`src/rtl/tile_layer_scroller_if.sv`:
```
// Bus bundle for the scrolling tile layer: line control, VRAM/tile-ROM ports and pixel stream.
// The master side is the video timing/memory environment; the slave side is the scroller.
interface tile_layer_scroller_if #(
   parameter int MAP_COLS_LOG2 = 5,
   parameter int MAP_ROWS_LOG2 = 5,
   parameter int BPP           = 4,
   parameter int CODE_W        = 10
) ();
   logic                               line_start;
   logic [MAP_ROWS_LOG2+2:0]           line_y;
   logic [MAP_COLS_LOG2+2:0]           scroll_x;
   logic [MAP_ROWS_LOG2+2:0]           scroll_y;
   logic [MAP_COLS_LOG2+MAP_ROWS_LOG2-1:0] map_addr;
   logic [15:0]                        map_data;
   logic [CODE_W+2:0]                  rom_addr;
   logic [8*BPP-1:0]                   rom_data;
   logic                               pix_en;
   logic                               pixel_valid;
   logic [BPP-1:0]                     pixel_data;
   logic                               busy;

   modport master (
      output line_start, line_y, scroll_x, scroll_y, map_data, rom_data, pix_en,
      input  map_addr, rom_addr, pixel_valid, pixel_data, busy
   );

   modport slave (
      input  line_start, line_y, scroll_x, scroll_y, map_data, rom_data, pix_en,
      output map_addr, rom_addr, pixel_valid, pixel_data, busy
   );
endinterface

```
`src/rtl/tile_layer_scroller.sv`:
```
// Scrolling tile layer: fetches map entries and tile rows one tile ahead and streams LINE_W pixels.
// Define TILE_LAYER_FLIP_EN to enable per-tile horizontal/vertical flip.
module tile_layer_scroller #(
   parameter int MAP_COLS_LOG2 = 5,
   parameter int MAP_ROWS_LOG2 = 5,
   parameter int BPP           = 4,
   parameter int CODE_W        = 10,
   parameter int LINE_W        = 256
) (
   input logic               clk,
   input logic               reset,
   tile_layer_scroller_if.slave bus
);
   localparam int MC    = MAP_COLS_LOG2;
   localparam int MR    = MAP_ROWS_LOG2;
   localparam int ROW_W = 8 * BPP;
   localparam int TW    = MC + 2;
   localparam int PCW   = $clog2(LINE_W + 1);

   typedef enum logic [2:0] {IDLE, MAP, ROM, LOAD, HOLD} state_t;
   state_t state_q, state_d;

   logic              line_q;
   logic [MR-1:0]     row_q;
   logic [2:0]        fy_q, fx_q;
   logic [MC-1:0]     col_q;
   logic [TW-1:0]     tiles_left_q, tiles_left_d;
   logic [MC+MR-1:0]  map_addr_q;
   logic [CODE_W+2:0] rom_addr_q;
   logic              ent_inv_q;
   logic [ROW_W-1:0]  buf_q, sh_q;
   logic              buf_inv_q, buf_full_q, buf_full_d;
   logic              sh_inv_q, first_q, primed_q, primed_d;
   logic [3:0]        sh_cnt_q, sh_cnt_d, sh_left;
   logic [PCW-1:0]    pix_cnt_q;

   logic              pixel_valid, consume, last_pix, xfer;
   logic [MR+2:0]     wy;
   logic [TW-1:0]     tiles_tot;
   logic [2:0]        fy_eff;
   logic [CODE_W+2:0] rom_req;
   logic [ROW_W-1:0]  row_in;
   logic              unused_map;

`ifdef TILE_LAYER_FLIP_EN
   logic ent_hflip_q;

   function automatic logic [ROW_W-1:0] hrev(input logic [ROW_W-1:0] r);
      for (int k = 0; k < 8; k++) hrev[k*BPP +: BPP] = r[(7-k)*BPP +: BPP];
   endfunction

   assign fy_eff = fy_q ^ {3{bus.map_data[13]}};
   assign row_in = ent_hflip_q ? hrev(bus.rom_data) : bus.rom_data;
`else
   assign fy_eff = fy_q;
   assign row_in = bus.rom_data;
`endif

   assign unused_map = ^bus.map_data;
   assign wy         = bus.line_y + bus.scroll_y;
   assign tiles_tot  = TW'((LINE_W + 7 + int'(bus.scroll_x[2:0])) / 8);
   assign rom_req    = {bus.map_data[CODE_W-1:0], fy_eff};

   // Shifter/buffer bookkeeping: the buffer refills the shifter on the cycle it runs dry,
   // and the stream only opens once a tile is queued behind the one being shown.
   always_comb begin
      pixel_valid  = line_q && primed_q && (sh_cnt_q != 4'd0);
      consume      = pixel_valid && bus.pix_en;
      last_pix     = consume && (pix_cnt_q == PCW'(LINE_W - 1));
      sh_left      = sh_cnt_q - {3'd0, consume};
      xfer         = line_q && buf_full_q && (sh_left == 4'd0);
      sh_cnt_d     = sh_left;
      if (xfer) sh_cnt_d = first_q ? (4'd8 - {1'b0, fx_q}) : 4'd8;
      buf_full_d   = (buf_full_q && !xfer) || (state_q == LOAD);
      tiles_left_d = tiles_left_q - ((state_q == LOAD) ? TW'(1) : TW'(0));
      primed_d     = primed_q || ((sh_cnt_d != 4'd0) && (buf_full_d || (tiles_left_d == '0)));
   end

   // Fetch sequencing; a new line_start always restarts at MAP, a finished line parks in IDLE.
   always_comb begin
      state_d         = state_q;
      bus.map_addr    = map_addr_q;
      bus.rom_addr    = rom_addr_q;
      bus.pixel_valid = pixel_valid;
      bus.pixel_data  = '0;
      bus.busy        = line_q;
      case (state_q)
         IDLE: state_d = IDLE;
         MAP:  state_d = ROM;
         ROM:  begin
            state_d      = LOAD;
            bus.rom_addr = rom_req;
         end
         LOAD: state_d = (tiles_left_q == TW'(1)) ? IDLE : HOLD;
         HOLD: if (xfer) state_d = MAP;
         default: state_d = IDLE;
      endcase
      if (pixel_valid) bus.pixel_data = sh_q[ROW_W-1 -: BPP] ^ {BPP{sh_inv_q}};
      if (last_pix) state_d = IDLE;
      if (bus.line_start) state_d = MAP;
   end

   always_ff @(posedge clk) begin
      if (reset) begin
         state_q      <= IDLE;
         line_q       <= 1'b0;
         row_q        <= '0;
         fy_q         <= '0;
         fx_q         <= '0;
         col_q        <= '0;
         tiles_left_q <= '0;
         map_addr_q   <= '0;
         rom_addr_q   <= '0;
         ent_inv_q    <= 1'b0;
         buf_q        <= '0;
         buf_inv_q    <= 1'b0;
         buf_full_q   <= 1'b0;
         sh_q         <= '0;
         sh_inv_q     <= 1'b0;
         sh_cnt_q     <= '0;
         first_q      <= 1'b0;
         primed_q     <= 1'b0;
         pix_cnt_q    <= '0;
`ifdef TILE_LAYER_FLIP_EN
         ent_hflip_q  <= 1'b0;
`endif
      end else begin
         state_q <= state_d;
         if (bus.line_start) begin
            line_q       <= 1'b1;
            row_q        <= wy[MR+2:3];
            fy_q         <= wy[2:0];
            fx_q         <= bus.scroll_x[2:0];
            map_addr_q   <= {wy[MR+2:3], bus.scroll_x[MC+2:3]};
            col_q        <= bus.scroll_x[MC+2:3] + 1'b1;
            tiles_left_q <= tiles_tot;
            buf_full_q   <= 1'b0;
            sh_q         <= '0;
            sh_inv_q     <= 1'b0;
            sh_cnt_q     <= '0;
            first_q      <= 1'b1;
            primed_q     <= 1'b0;
            pix_cnt_q    <= '0;
         end else if (last_pix) begin
            line_q     <= 1'b0;
            buf_full_q <= 1'b0;
            sh_cnt_q   <= '0;
            primed_q   <= 1'b0;
            pix_cnt_q  <= '0;
         end else begin
            if (state_q == HOLD && xfer) begin
               map_addr_q <= {row_q, col_q};
               col_q      <= col_q + 1'b1;
            end
            if (state_q == ROM) begin
               rom_addr_q  <= rom_req;
               ent_inv_q   <= bus.map_data[15];
`ifdef TILE_LAYER_FLIP_EN
               ent_hflip_q <= bus.map_data[14];
`endif
            end
            if (state_q == LOAD) begin
               buf_q     <= row_in;
               buf_inv_q <= ent_inv_q;
            end
            if (xfer) begin
               sh_q     <= first_q ? (buf_q << (BPP * int'(fx_q))) : buf_q;
               sh_inv_q <= buf_inv_q;
               first_q  <= 1'b0;
            end else if (consume) begin
               sh_q <= sh_q << BPP;
            end
            if (consume) pix_cnt_q <= pix_cnt_q + 1'b1;
            buf_full_q   <= buf_full_d;
            sh_cnt_q     <= sh_cnt_d;
            tiles_left_q <= tiles_left_d;
            primed_q     <= primed_d;
         end
      end
   end
endmodule
```
`src/flat_wrapper.sv`:
```
// flat-port wrapper written by rule: the top's interface ports become plain ports
module tile_layer_scroller_flat 
#(
   parameter int MAP_COLS_LOG2 = 5,
   parameter int MAP_ROWS_LOG2 = 5,
   parameter int BPP           = 4,
   parameter int CODE_W        = 10,
   parameter int LINE_W        = 256
)
  (clk, reset, bus_line_start, bus_line_y, bus_scroll_x, bus_scroll_y, bus_map_data, bus_rom_data, bus_pix_en, bus_map_addr, bus_rom_addr, bus_pixel_valid, bus_pixel_data, bus_busy);
  tile_layer_scroller_if #(.MAP_COLS_LOG2(MAP_COLS_LOG2), .MAP_ROWS_LOG2(MAP_ROWS_LOG2), .BPP(BPP), .CODE_W(CODE_W)) bus_i ();
  input logic clk;
  input logic reset;
  input wire logic [$bits(bus_i.line_start)-1:0] bus_line_start;
  input wire logic [$bits(bus_i.line_y)-1:0] bus_line_y;
  input wire logic [$bits(bus_i.scroll_x)-1:0] bus_scroll_x;
  input wire logic [$bits(bus_i.scroll_y)-1:0] bus_scroll_y;
  input wire logic [$bits(bus_i.map_data)-1:0] bus_map_data;
  input wire logic [$bits(bus_i.rom_data)-1:0] bus_rom_data;
  input wire logic [$bits(bus_i.pix_en)-1:0] bus_pix_en;
  output wire logic [$bits(bus_i.map_addr)-1:0] bus_map_addr;
  output wire logic [$bits(bus_i.rom_addr)-1:0] bus_rom_addr;
  output wire logic [$bits(bus_i.pixel_valid)-1:0] bus_pixel_valid;
  output wire logic [$bits(bus_i.pixel_data)-1:0] bus_pixel_data;
  output wire logic [$bits(bus_i.busy)-1:0] bus_busy;
  assign bus_i.line_start = bus_line_start;
  assign bus_i.line_y = bus_line_y;
  assign bus_i.scroll_x = bus_scroll_x;
  assign bus_i.scroll_y = bus_scroll_y;
  assign bus_i.map_data = bus_map_data;
  assign bus_i.rom_data = bus_rom_data;
  assign bus_i.pix_en = bus_pix_en;
  assign bus_map_addr = bus_i.map_addr;
  assign bus_rom_addr = bus_i.rom_addr;
  assign bus_pixel_valid = bus_i.pixel_valid;
  assign bus_pixel_data = bus_i.pixel_data;
  assign bus_busy = bus_i.busy;
  tile_layer_scroller #(.MAP_COLS_LOG2(MAP_COLS_LOG2), .MAP_ROWS_LOG2(MAP_ROWS_LOG2), .BPP(BPP), .CODE_W(CODE_W), .LINE_W(LINE_W)) u_core (.clk(clk), .reset(reset), .bus(bus_i));
endmodule
```
`config.mk`:
```
export PLATFORM = sky130hd
export DESIGN_NAME = tile_layer_scroller_flat
export DESIGN_NICKNAME = d
export VERILOG_FILES = /design/src/rtl/tile_layer_scroller_if.sv /design/src/rtl/tile_layer_scroller.sv /design/src/flat_wrapper.sv
export SDC_FILE = /design/constraint.sdc
export NUM_CORES = 1
export LEC_CHECK = 0
export ABC_AREA = 1
export BUFFER_PORTS_ARGS = -buffer_cell sky130_fd_sc_hd__buf_2
export CELL_PAD_IN_SITES_DETAIL_PLACEMENT = 0
export CELL_PAD_IN_SITES_GLOBAL_PLACEMENT = 1
export CORE_MARGIN = 1.5
export CORE_UTILIZATION = 44
export CTS_CLUSTER_DIAMETER = 30
export CTS_CLUSTER_SIZE = 25
export DETAILED_ROUTE_END_ITERATION = 8
export GPL_ROUTABILITY_DRIVEN = 0
export PLACE_DENSITY_LB_ADDON = 0.1
export SKIP_LAST_GASP = 1
export SYNTH_ARGS = -nofsm -noshare
export SYNTH_HDL_FRONTEND = slang
export SYNTH_SLANG_ARGS = --single-unit
```
`constraint.sdc`:
```
create_clock -name clk -period 6.24 [get_ports clk]
set_input_delay 1.248 -clock clk [delete_from_list [all_inputs] [get_ports clk]]
set_output_delay 1.248 -clock clk [all_outputs]
set_load 0.02 [all_outputs]
```
==> impl_metrics.env <==
export IMPL_outcome="complete, no violations"
export IMPL_first_pass_grt_wire_length_mm=31.5
export IMPL_numPortBuffers=99
export IMPL_critical_path_endpoint_type="register"
export IMPL_gr_total_overflow=0
export IMPL_grt_max_degree=56
export IMPL_power_mw=2.16
export IMPL_fp_dieArea_um2=16900
export IMPL_yosys_warnings=0
export IMPL_clk_pin_slew_worst_paths_ps=60
export IMPL_p_switching_uw=538
export IMPL_coreArea_um2=15800
export IMPL_initial_utilization_pct=44.9
export IMPL_drt_first_iter_violations=448
export IMPL_cts_made_buffers=17
export IMPL_drt_wirelength_mm=19.2
export IMPL_timing_hold_worst_path_depth=2
export IMPL_final_nets=1191
export IMPL_floorplan_die_height_um=130
export IMPL_clock_fmax_ghz=0.268
export IMPL_clk_insertion_delay_late_ps=430
export IMPL_syn_inst=1036
export IMPL_grt_setup_unrepaired="no"
export IMPL_grt_pass1_vias=6444
export IMPL_finalHoldViolCount=0
export IMPL_worst_setup_path_start_kind="primary input"
export IMPL_maxSlewHeadroom_pct=35.4
export IMPL_dp_worst_setup_slack_ps=2090
export IMPL_drt_first_pass_iters=5
export IMPL_vias_per_cell=5.10
export IMPL_period_needed_ps=3730
export IMPL_tightest_slew_ps=968
export IMPL_worstPathRequired_ps=6590
export IMPL_fin_skew_ps=9.49
export IMPL_std_cell_rows=46
export IMPL_fill_cells=1644
export IMPL_average_wire_per_standard_cell_um=14.5
export IMPL_worst_path_max_fanout=45
export IMPL_place_inst=1296
export IMPL_clock_power_share_pct=48.3
export IMPL_leakage_nw=3.46
export IMPL_async_flop_share_pct=0
export IMPL_h_tree_depth=4
export IMPL_antenna_violations_before_repair=1
export IMPL_synthFlopType="dfxtp_1"
export IMPL_cp_arrival_ps=4080
export IMPL_finished_layout_cells=1327
export IMPL_netlist_area_um2=7110
export IMPL_drc_errors=0
export IMPL_timing_hold_worst_class="register to register"
export IMPL_power_report_internal_total_mw=1.62
export IMPL_design_portCount=105
export IMPL_comb_power_share_pct=10.5
export IMPL_synth_enable_flop_cells=0
export IMPL_place_hpwl_mm=13.2
export IMPL_post_route_period_util_pct=59.7
export IMPL_tritoncts="done"
export IMPL_synth_sequential_area_ratio_pct=37.5
export IMPL_worst_setup_path_type="primary input to register"
export IMPL_sequential_group_share_of_total_power_pct=41.2
export IMPL_global_route_usage_total_pct=24.0
export IMPL_num_antenna_cells=0
export IMPL_synth_seq_cells=133
export IMPL_avgSynthCellArea_um2=6.86
export IMPL_finalSetupViolCount=0
export IMPL_setup_total_negative_slack_ps=0
export IMPL_cp_startpoint="bus_pix_en"
export IMPL_utilization_pct=51.7
export IMPL_r2r_slack_ps=2860
export IMPL_powerDensity_nw_per_um2=264
export IMPL_cts_post_setup_buffers_inserted=0
export IMPL_timing_max_cap_violations=0
export IMPL_drv_slew=0
export IMPL_ff2ff_path_depth=14
export IMPL_post_cts_resize_count=0
export IMPL_drive_above_1_share_pct=14.9
export IMPL_synth_distinct_cells=44
export IMPL_synth_net_count=1128
export IMPL_irDropWorstVdd_mv=0.197
export IMPL_power_switching_share_pct=24.9
export IMPL_cts_sinks=133
export IMPL_setup_slack_ps=2510
export IMPL_clock_tree_root_cell="clkbuf_16"
export IMPL_setup_worst_path_end="u_core.sh_q[11]$_SDFFE_PP0P_"
export IMPL_die_x_um=130
export IMPL_r2r_start="u_core.sh_cnt_q[2]$_SDFF_PP0_"
export IMPL_detailroute_via_count=6774
export IMPL_reg2reg_to="u_core.sh_q[11]$_SDFFE_PP0P_"
export IMPL_areaGrowthSynthToFinish_pct=15.2
export IMPL_cts_root_to_sink_buffers=2
export IMPL_route_antenna_remaining_nets=0
export IMPL_post_cts_hold_buffer_count=0
[logic make-up (layout without fill, tap and decap cells)]
logic type,Yosys count,in the layout,share of synthesized area (%)
AO/OA/AOI/OAI,284,284,20.9
XOR/XNOR,14,14,1.73
adder cells (fa/ha/maj),16,16,2.92
buffers and inverters,140,215,8.91
flip-flops,133,133,37.5
multiplexers,1,1,0.141
AND/OR/NAND/NOR,448,448,28.0
[per-stage QoR]
stage               area [um^2]  hold slack (ps)
floorplan                  7110              429
global placement           7570              440
detailed placement         7570              442
CTS                        8180              451
global route               8180              477
finish                     8180              448
[power groups by stage]
stage	clock network (mW)	registers [mW]	logic (mW)
after global placement	0	0.907	0.226
final	1.04	0.889	0.226
after floorplan	0	0.909	0.157
after CTS	1.06	0.889	0.228
after detailed placement	0	0.908	0.226
after global routing	1.10	0.892	0.258
[metal layers]
| layer | vias up | GRT usage, % | part of all wire [%] |
|---|---|---|---|
| met2 | 159 | 42.0 | 48 |
| li1 | 3548 | - | - |
| met5 | - | 0 | 0.062 |
| met3 | 37 | 5.58 | 4.1 |
| met1 | 3028 | 27.9 | 45 |
| met4 | 2 | 10.3 | 2.8 |
[registers in the layout, summed over array words and instances (netlist names)]
register / count
u_core.buf_q: 32
u_core.sh_q: 32
u_core.rom_addr_q: 13
u_core.bus.map_addr: 10
u_core.pix_cnt_q: 9
u_core.tiles_left_q: 7
u_core.col_q: 5
u_core.row_q: 5
u_core.sh_cnt_q: 4
u_core.fx_q: 3
u_core.fy_eff: 3
u_core.state_q: 3
u_core.buf_full_q: 1
u_core.buf_inv_q: 1
u_core.bus.busy: 1
u_core.ent_inv_q: 1
u_core.first_q: 1
u_core.primed_q: 1
u_core.sh_inv_q: 1
[critical path, cell delays in order]
cell and delay (ps):
buf_2 90, inv_1 130, nor2_8 90, ha_1 220, ha_1 330, nand2_1 80, nor2_1 120, nand2_2 110
nor2_8 530, o21ai_4 290, inv_2 520, o21ai_0 160, a21oi_1 140
[Yosys cell counts, drive strengths merged (5+ instances only)]
library cell	instances	area, um^2
o21ai	160	812
clkbuf	21	78.8
dfxtp	133	2660
o211ai	5	37.5
nand3	70	368
nand2	233	936
o22ai	7	43.8
ha	15	188
xnor2	10	87.6
nor2	117	508
or2	11	68.8
a21oi	95	475
buf	38	250
a31oi	11	68.8
nand4	9	56.3
inv	78	293
[layout by cell type (no fill, tap or decap), types with 10 or more instances in the layout]
cell       count
inv_1         75
ha_1          15
dfxtp_1      133
buf_2         99
xnor2_1       10
a21oi_1       95
clkbuf_16     17
nand3_1       68
a31oi_1       11
o21ai_0      137
o21ai_1       22
or2_2         11
nor2_1       110
nand2_1      224
[worst min-delay path by stage]
| stage | start | endpoint | slack [ps] |
|---|---|---|---|
| 5_1_grt | u_core.ent_inv_q$_SDFFE_PP0P_ | u_core.buf_inv_q$_SDFFE_PP0P_ | 480 |
| 4_1_cts | u_core.primed_q$_SDFF_PP0_ | u_core.primed_q$_SDFF_PP0_ | 450 |
| 2_1_floorplan | u_core.primed_q$_SDFF_PP0_ | u_core.primed_q$_SDFF_PP0_ | 430 |
| 3_3_place_gp | u_core.primed_q$_SDFF_PP0_ | u_core.primed_q$_SDFF_PP0_ | 440 |
| 3_5_place_dp | u_core.primed_q$_SDFF_PP0_ | u_core.primed_q$_SDFF_PP0_ | 440 |
| 6_report | u_core.primed_q$_SDFF_PP0_ | u_core.primed_q$_SDFF_PP0_ | 450 |
[final cells by class]
cell class                 count  area, um^2  share of cell area (%)
clock buffer                  23         488                    5.96
clock inverter                 8         123                    1.50
inverter                      81         304                    3.72
multi-input combinational    763        3810                    46.6
sequential                   133        2660                    32.5
tap                          216         270                    3.30
timing repair buffer         103         526                    6.42
No activity file was read; power rests on OpenSTA's default activity.
